===== src/rtl/io_port_pkg.sv =====
// io_port_pkg: shared defaults and helpers for buffered_io_port.
//   DEFAULT_DATA_W      - bus / port width
//   DEFAULT_IN_DEPTH    - input FIFO entries (power of two, >= 2)
//   DEFAULT_SYNC_STAGES - synchroniser depth on the external strobe (>= 2)
//   cnt_w(depth)        - width of an occupancy count / wrapping pointer
package io_port_pkg;

  localparam int unsigned DEFAULT_DATA_W      = 32;
  localparam int unsigned DEFAULT_IN_DEPTH    = 4;
  localparam int unsigned DEFAULT_SYNC_STAGES = 2;

  function automatic int unsigned cnt_w(input int unsigned depth);
    return $clog2(depth) + 1;
  endfunction

endpackage


===== src/rtl/sync_edge_detect.sv =====
// sync_edge_detect: synchroniser chain followed by a rising-edge detector.
// Ports:
//   Clock      - system clock, rising edge
//   clear      - asynchronous active-low reset
//   async_in   - level input to be synchronised
//   rise_pulse - one-cycle pulse per rising edge of async_in
// With STAGES=1 the input is treated as already synchronous: the single flop
// holds the previous sample and the pulse is produced in the same cycle the
// input first reads high.
module sync_edge_detect #(
  parameter int unsigned STAGES = 2
) (
  input  logic Clock,
  input  logic clear,
  input  logic async_in,
  output logic rise_pulse
);

  if (STAGES == 1) begin : g_direct
    logic prev_q, prev_d;

    always_comb prev_d = async_in;

    always_ff @(posedge Clock or negedge clear) begin
      if (!clear) prev_q <= 1'b0;
      else        prev_q <= prev_d;
    end

    assign rise_pulse = async_in & ~prev_q;
  end else begin : g_sync
    logic [STAGES-1:0] sync_q, sync_d;
    logic              prev_q, prev_d;

    always_comb begin
      sync_d = {sync_q[STAGES-2:0], async_in};
      prev_d = sync_q[STAGES-1];
    end

    always_ff @(posedge Clock or negedge clear) begin
      if (!clear) begin
        sync_q <= '0;
        prev_q <= 1'b0;
      end else begin
        sync_q <= sync_d;
        prev_q <= prev_d;
      end
    end

    assign rise_pulse = sync_q[STAGES-1] & ~prev_q;
  end

endmodule


===== src/rtl/buffered_io_port.sv =====
// buffered_io_port: FIFO-buffered input port and handshaked output port for
// the mini CPU data path.
// Ports:
//   Clock, clear            - clock (rising edge), async active-low reset
//   strobe, input_data      - external capture request (async) and word
//   InPortout               - CPU pop request (one pop per rising edge)
//   BusMuxInInPortout       - FIFO head toward the bus mux (0 when empty)
//   in_empty/in_full/in_count - FIFO status
//   overrun, overrun_clr    - sticky dropped-push flag and its clear
//   BusOut, OutPortin       - bus word and output-register load
//   output_data, out_valid, out_ack - output port and consumer handshake
// Optional (macro IO_PORT_IRQ_EN): irq_mask in, irq out (registered).
module buffered_io_port
  import io_port_pkg::*;
#(
  parameter int unsigned DATA_W      = DEFAULT_DATA_W,
  parameter int unsigned IN_DEPTH    = DEFAULT_IN_DEPTH,
  parameter int unsigned SYNC_STAGES = DEFAULT_SYNC_STAGES
) (
  input  logic                          Clock,
  input  logic                          clear,
  input  logic                          strobe,
  input  logic [DATA_W-1:0]             input_data,
  input  logic                          InPortout,
  output logic [DATA_W-1:0]             BusMuxInInPortout,
  output logic                          in_empty,
  output logic                          in_full,
  output logic [cnt_w(IN_DEPTH)-1:0]    in_count,
  output logic                          overrun,
  input  logic                          overrun_clr,
  input  logic [DATA_W-1:0]             BusOut,
  input  logic                          OutPortin,
  output logic [DATA_W-1:0]             output_data,
  output logic                          out_valid,
`ifdef IO_PORT_IRQ_EN
  input  logic                          irq_mask,
  output logic                          irq,
`endif
  input  logic                          out_ack
);

  localparam int unsigned AW = $clog2(IN_DEPTH);
  localparam int unsigned CW = cnt_w(IN_DEPTH);

  logic              push_pulse, pop_pulse;
  logic              do_push, do_pop;
  logic [CW-1:0]     wr_ptr_q, wr_ptr_d, rd_ptr_q, rd_ptr_d;
  logic              overrun_q, overrun_d;
  logic [DATA_W-1:0] output_data_q, output_data_d;
  logic              out_valid_q, out_valid_d;
  logic [DATA_W-1:0] mem_q [IN_DEPTH];
  logic [DATA_W-1:0] mem_d [IN_DEPTH];

  sync_edge_detect #(.STAGES(SYNC_STAGES)) u_strobe_det (
    .Clock      (Clock),
    .clear      (clear),
    .async_in   (strobe),
    .rise_pulse (push_pulse)
  );

  sync_edge_detect #(.STAGES(1)) u_pop_det (
    .Clock      (Clock),
    .clear      (clear),
    .async_in   (InPortout),
    .rise_pulse (pop_pulse)
  );

  assign in_empty = (wr_ptr_q == rd_ptr_q);
  assign in_full  = (wr_ptr_q[AW] != rd_ptr_q[AW]) &&
                    (wr_ptr_q[AW-1:0] == rd_ptr_q[AW-1:0]);
  assign in_count = wr_ptr_q - rd_ptr_q;

  assign BusMuxInInPortout = in_empty ? '0 : mem_q[rd_ptr_q[AW-1:0]];
  assign overrun           = overrun_q;
  assign output_data       = output_data_q;
  assign out_valid         = out_valid_q;

  always_comb begin
    wr_ptr_d      = wr_ptr_q;
    rd_ptr_d      = rd_ptr_q;
    overrun_d     = overrun_q;
    mem_d         = mem_q;
    output_data_d = output_data_q;
    out_valid_d   = out_valid_q;

    // A pop on the same edge frees the slot, so a push into a full FIFO
    // still lands and is not an overrun.
    do_pop  = pop_pulse & ~in_empty;
    do_push = push_pulse & (~in_full | do_pop);

    if (do_pop) rd_ptr_d = rd_ptr_q + CW'(1);
    if (do_push) begin
      mem_d[wr_ptr_q[AW-1:0]] = input_data;
      wr_ptr_d                = wr_ptr_q + CW'(1);
    end

    if (push_pulse && !do_push) overrun_d = 1'b1;
    else if (overrun_clr)       overrun_d = 1'b0;

    if (OutPortin) begin
      output_data_d = BusOut;
      out_valid_d   = 1'b1;
    end else if (out_ack) begin
      out_valid_d   = 1'b0;
    end
  end

  always_ff @(posedge Clock or negedge clear) begin
    if (!clear) begin
      wr_ptr_q      <= '0;
      rd_ptr_q      <= '0;
      overrun_q     <= 1'b0;
      output_data_q <= '0;
      out_valid_q   <= 1'b0;
    end else begin
      wr_ptr_q      <= wr_ptr_d;
      rd_ptr_q      <= rd_ptr_d;
      overrun_q     <= overrun_d;
      output_data_q <= output_data_d;
      out_valid_q   <= out_valid_d;
    end
  end

  // Storage is not reset; contents are only visible through valid pointers.
  always_ff @(posedge Clock) begin
    mem_q <= mem_d;
  end

`ifdef IO_PORT_IRQ_EN
  logic irq_q, irq_d;

  always_comb irq_d = (~in_empty | overrun_q) & ~irq_mask;

  always_ff @(posedge Clock or negedge clear) begin
    if (!clear) irq_q <= 1'b0;
    else        irq_q <= irq_d;
  end

  assign irq = irq_q;
`endif

endmodule

===== config.mk =====
export PLATFORM = sky130hd
export DESIGN_NAME = buffered_io_port
export DESIGN_NICKNAME = d
export VERILOG_FILES = /design/src/rtl/io_port_pkg.sv /design/src/rtl/sync_edge_detect.sv /design/src/rtl/buffered_io_port.sv
export SDC_FILE = /design/constraint.sdc
export NUM_CORES = 1
export LEC_CHECK = 0
export BUFFER_PORTS_ARGS = -buffer_cell sky130_fd_sc_hd__buf_2
export CAP_MARGIN = 20
export CORE_MARGIN = 2
export CORE_UTILIZATION = 58
export CTS_CLUSTER_DIAMETER = 120
export CTS_CLUSTER_SIZE = 28
export DETAILED_ROUTE_END_ITERATION = 7
export MAX_ROUTING_LAYER = met4
export PLACE_DENSITY = 0.84
export SYNTH_ARGS = -nofsm -noshare
export SYNTH_HDL_FRONTEND = slang
export SYNTH_HIERARCHICAL = 1
export SYNTH_SLANG_ARGS = --single-unit

===== constraint.sdc =====
create_clock -name Clock -period 4.3 [get_ports Clock]
set_clock_uncertainty 0.2 [all_clocks]
set_input_delay 0.645 -clock Clock [delete_from_list [all_inputs] [get_ports Clock]]
set_output_delay 0.645 -clock Clock [all_outputs]
set_load 0.005 [all_outputs]

# Word level (Yosys, flattened, before mapping)
# Index checks and enable logic that the tools add are counted.
# totals
register_bits	172
in_bits	71
out_inout_bits	71
elab_cells	49
# op_classes
add_sub_neg	3
order_cmp	3
eq_ne	3
mux	11
bitwise_logic	11
reduce_logical	6
# op_table
cell	count
$bwmux W128	1
$mux W32	4
$bmux W32 S2	1
$demux W32 S2	1
$add A3 B1 Y3 const B	2
$ge A3 B3 Y1 const B	2
$not A2 Y3	2
$and A1 B1 Y1	4
$mux W1	4
$not A1 Y1	4
$reduce_bool A2 Y1	2
$eq A3 B3 Y1	1
$logic_and A1 B1 Y1	3
$lt A3 B1 Y1 const B	1
$sub A3 B3 Y3	1
$eq A2 B2 Y1	1
$logic_not A1 Y1	1
$ne A1 B1 Y1	1
$or A1 B1 Y1	1

# Depth between registers and ports, before layout
# depth
depth_word	8
ltp_mapped	8
depth_no_buf	5

# Modules after synthesis
# The synthesis kept the hierarchy.
# by_module_without_submodules
module	instances	cells_per_inst	area_per_inst_um2
buffered_io_port	1	324	6611.3
sync_edge_detect at u_strobe_det	1	4	88.8
sync_edge_detect at u_pop_det	1	2	38.8

# Least setup slack after synthesis
# OpenSTA, ideal clock, no wires.
# synth_path
path_type	flip-flop to flip-flop
start	register rd_ptr_q[1]
end	register mem_q[0] in the netlist's numbering (enable)
setup_time_ns	0.392
t_arrival_ns	2.193
required_ns	3.708
setup_slack_ns	1.515
stages_incl_launch_ff	8
n_path_buf	2
path_cell_list	dfrtp_1 > buf_2 > buf_2 > inv_1 > ha_1 > nand3b_1 > or2_1 > and3_1
# synth_via
elab_chain_len	5
elab_cells_between_ends	8
classes_between	eq/ne (2); bitwise (5); reduce/logical (1)
# synth_rtl
item	line_no	source
from (decl)	buffered_io_port.sv:47	logic [CW-1:0] wr_ptr_q, wr_ptr_d, rd_ptr_q, rd_ptr_d;
from (signal assigned)	buffered_io_port.sv:117	rd_ptr_q <= rd_ptr_d;
$eq A3 B3 Y1 or $eq A2 B2 Y1 (tied branches)	buffered_io_port.sv:68, buffered_io_port.sv:70	
$not A1 Y1 or $logic_and A1 B1 Y1 (tied branches)	buffered_io_port.sv:88, buffered_io_port.sv:69	
$and A1 B1 Y1 or $not A1 Y1 (tied branches)	buffered_io_port.sv:88, buffered_io_port.sv:89	
$or A1 B1 Y1 *	buffered_io_port.sv:89	do_push = push_pulse & (~in_full | do_pop);
$and A1 B1 Y1 *	buffered_io_port.sv:89	
to (signal assigned)	buffered_io_port.sv:126	mem_q <= mem_d;
to (decl)	buffered_io_port.sv:51	logic [DATA_W-1:0] mem_q [IN_DEPTH];
# Mark *: on every way between the ends. The rest lies on a longest branch, timed or not.
# A chain may end at the register's enable or synchronous reset.

# Worst setup path in the final report
# layout_path
start	register rd_ptr_q[0]
end	output BusMuxInInPortout[18]
# layout_via
elab_chain_len	5
elab_cells_between_ends	6
classes_between	eq/ne (1); mux (4); bitwise (1)
# layout_rtl
item	line_no	source
$not A2 Y3 (implied by the code)	buffered_io_port.sv:73	assign BusMuxInInPortout = in_empty ? '0 : mem_q[rd_ptr_q[AW-1:0]];
$bmux W32 S2	buffered_io_port.sv:73	
$mux W32 (implied by the code) (2 in a row)	buffered_io_port.sv:73	
$mux W32 *	buffered_io_port.sv:73	
to (decl)	buffered_io_port.sv:25	output logic [DATA_W-1:0] BusMuxInInPortout,
# Mark *: on every way between the ends. The rest lies on a longest branch, timed or not. The select of a mux whose other input is x is not followed.

==> flow_summary.json <==
{
  "yosysSeqAreaShare_pct": 73.4,
  "worstPathCellList": "buf_4 -> mux4_1 -> nor2b_1 -> buf_2",
  "p_leak_uw": 0.00319,
  "totalWireLength_mm": 12.3,
  "critPathBufInv": 2,
  "final_util_pct": 71.4,
  "cts_made_buffers": 17,
  "p_clk_share_pct": 28.4,
  "clkTransAtPathRegs_ns": 0.06,
  "die_area_sq_um": 12500,
  "end_kind": "output port",
  "critPathRequiredTime_ns": 3.45,
  "drv_cap": 0,
  "vias": 3497,
  "postRouteAntennaNets": 0,
  "clk_latency_ns": 0.42,
  "synthFlopType": "edfxtp_1",
  "clock_sinks": 172,
  "synth-warning-count": 6,
  "synthSimpleGateAreaFrac_pct": 4.66,
  "yosysMostFrequentCell": "edfxtp_1",
  "final_nets": 557,
  "synth_compound_area_share_pct": 0.687,
  "synth_top_family_by_area": "multiplexers",
  "arrival_ns": 2.26,
  "slowest_stage": "mux4_1",
  "ys_types": 30,
  "finalPower_uw": 5110,
  "relSlewSlack_pct": 37.1,
  "ios": 142,
  "cp_top_family": "buffers and inverters",
  "areaGrowthSynthToFinish_pct": 20.5,
  "fin_setup_tns_ns": 0,
  "max_stage_delay_ns": 0.65,
  "yosys.area.top_type": "edfxtp_1",
  "core_sq_um": 11400,
  "clockRootBuffer": "clkbuf_16",
  "synth_mux_area_share_pct": 17.1,
  "antenna_found_initial": 1,
  "post_cts_buffers": 0,
  "fmax_mhz": 322,
  "die_x_um": 112,
  "worst_pin_slew_ns": 0.944,
  "worstSetupPathType": "flip-flop to output port",
  "port-buffer-count": 141,
  "hold_violations": 0,
  "first_pass_iters": 4,
  "hold_ws_ns": 0.127,
  "combPwrFrac_pct": 30.7,
  "ys_seq_elements": 172,
  "final_cells": 635,
  "drive_gt1_share_pct": 48.3,
  "synth_xor_area_share_pct": 0.631,
  "hp-start": "strobe",
  "synthTopCellsByArea": "edfxtp_1 (57%), dfrtp_1 (16%), mux4_2 (6.7%)",
  "synth_edf_count": 128,
  "p_int_uw": 3610,
  "power_density_nw_per_um2": 629,
  "gp_congestion": 0.777,
  "initial_core_util_pct": 59.3,
  "hold_path.class": "primary input to flip-flop",
  "syn_nets": 409,
  "drv_slew": 0,
  "first_iter_violations": 245,
  "finalCriticalPeriod_ns": 3.11,
  "finalCritPeriodShare_pct": 72.3,
  "rsz0062_at_grt": "no",
  "fill_cells": 703,
  "hpwlAfterDp_mm": 7.56,
  "vdd_drop_max_uv": 369,
  "netlist_area_sq_um": 6740,
  "ctsHoldBuffers": 0,
  "swShare_pct": 29.4,
  "ys_async_sr_fraction_pct": 25.6,
  "setup.worst_path.start": "rd_ptr_q[0]",
  "die_h_um": 112,
  "syn-mean-instance-area_sq_um": 20.4,
  "critPathLaunchType": "flip-flop",
  "rows": 39,
  "synth_top_area_share_pct": 57.0,
  "viasPerCell": 5.51,
  "cts_tree": "done",
  "setup_violations": 0,
  "avgRoutedWirePerCell_um": 19.4,
  "path_max_fanout": 34,
  "syn_inst": 330,
  "grt_pass1_wl_mm": 19.4,
  "r2r-start": "wr_ptr_q[0]",
  "outcome": "completed",
  "grt_start_max_net_pins": 45,
  "gr-usage-all-layers_pct": 21.3,
  "cts-resized-gates": 0,
  "dp_cells": 602,
  "drcViolationCount": 0,
  "grt_overflow": 0,
  "synth_common_cells": "edfxtp_1 (128), dfrtp_1 (44), mux2_2 (33)",
  "grt_pass1_vias": 3798,
  "htree_num_levels": 4,
  "power_frac_seq_pct": 40.9,
  "switchingPower_uw": 1500,
  "cts_buffer_depth": 2,
  "synth-adder-area-share_pct": 1.60
}
## placed cells by master (no fill, tap or decap), types with 2 or more instances in the layout
cell type,n
dfrtp_1,43
ha_1,7
buf_4,3
mux4_2,20
clkinvlp_4,2
clkinv_4,2
inv_1,9
inv_6,4
clkinv_2,2
mux2_2,33
and3_2,4
mux4_1,12
nor2b_4,2
buf_2,141
clkbuf_16,17
nor2b_1,32
edfxtp_1,128
inv_8,2
xnor2_1,3
nand2_1,4
nor2_1,3
## routing by layer
layer / wire [um] / part of all wire, % / track usage, %
met5: 0 / 0 / -
met4: 112 / 0.91 / 7.00
met3: 696 / 5.7 / 6.37
met2: 6370 / 52 / 34.9
met1: 5130 / 42 / 25.6
## registers in the layout, indices dropped and copies added, names as in the netlist, 2 cells and up
register,flops
mem_q,128
output_data,32
rd_ptr_q,3
wr_ptr_q,3
u_strobe_det/g_sync.sync_q,2
## metrics by stage
step / instance area [sq um] / worst slack (ns)
floorplan: 6740 / 1.51
global placement: 7550 / 1.62
detailed placement: 7550 / 1.60
CTS: 8120 / 1.15
global route: 8120 / 1.06
finish: 8120 / 1.19
## power groups by stage
stage	registers [uW]	logic, uW	clock network [uW]
floorplan	2110	1020	0
detailed placement	2120	1590	0
CTS	2090	1610	1470
global placement	2110	1560	0
global route	2110	1720	1540
finish	2090	1570	1450
## final timing paths
kind / slack (ns) / to / depth (start not counted)
max: 1.19 / BusMuxInInPortout[18] / 4
min: 0.13 / u_strobe_det/g_sync.sync_q[0] / 1
max reg2reg: 1.70 / mem_q[41] / 5
min reg2reg: 0.15 / u_strobe_det/g_sync.sync_q[1] / 0
max in group asynchronous: 3.09 / rd_ptr_q[0] / 1
min in group asynchronous: 0.17 / output_data[14] / 1
## final cells by class
type                    instances  area (sq um)  area share (%)
diodes                          1          2.50          0.0308
clock buffers                  17           425            5.24
clock inverters                15           139            1.71
inverters                       9          33.8           0.416
multi-input cells             134          1670            20.5
flip-flops and latches        172          4950            60.9
well taps                     143           179            2.20
repair buffers                144           728            8.97
## kinds of logic (layout without fill, tap and decap cells)
kind of cell | Yosys count | in the layout
buffers and inverters | 24 | 185
multiplexers | 66 | 66
adder cells (fa/ha/maj) | 8 | 8
XOR/XNOR | 4 | 4
other | 0 | 1
AO/OA/AOI/OAI | 6 | 6
AND/OR/NAND/NOR | 50 | 50
flip-flops | 172 | 172
No activity file was read; power rests on OpenSTA's default activity.
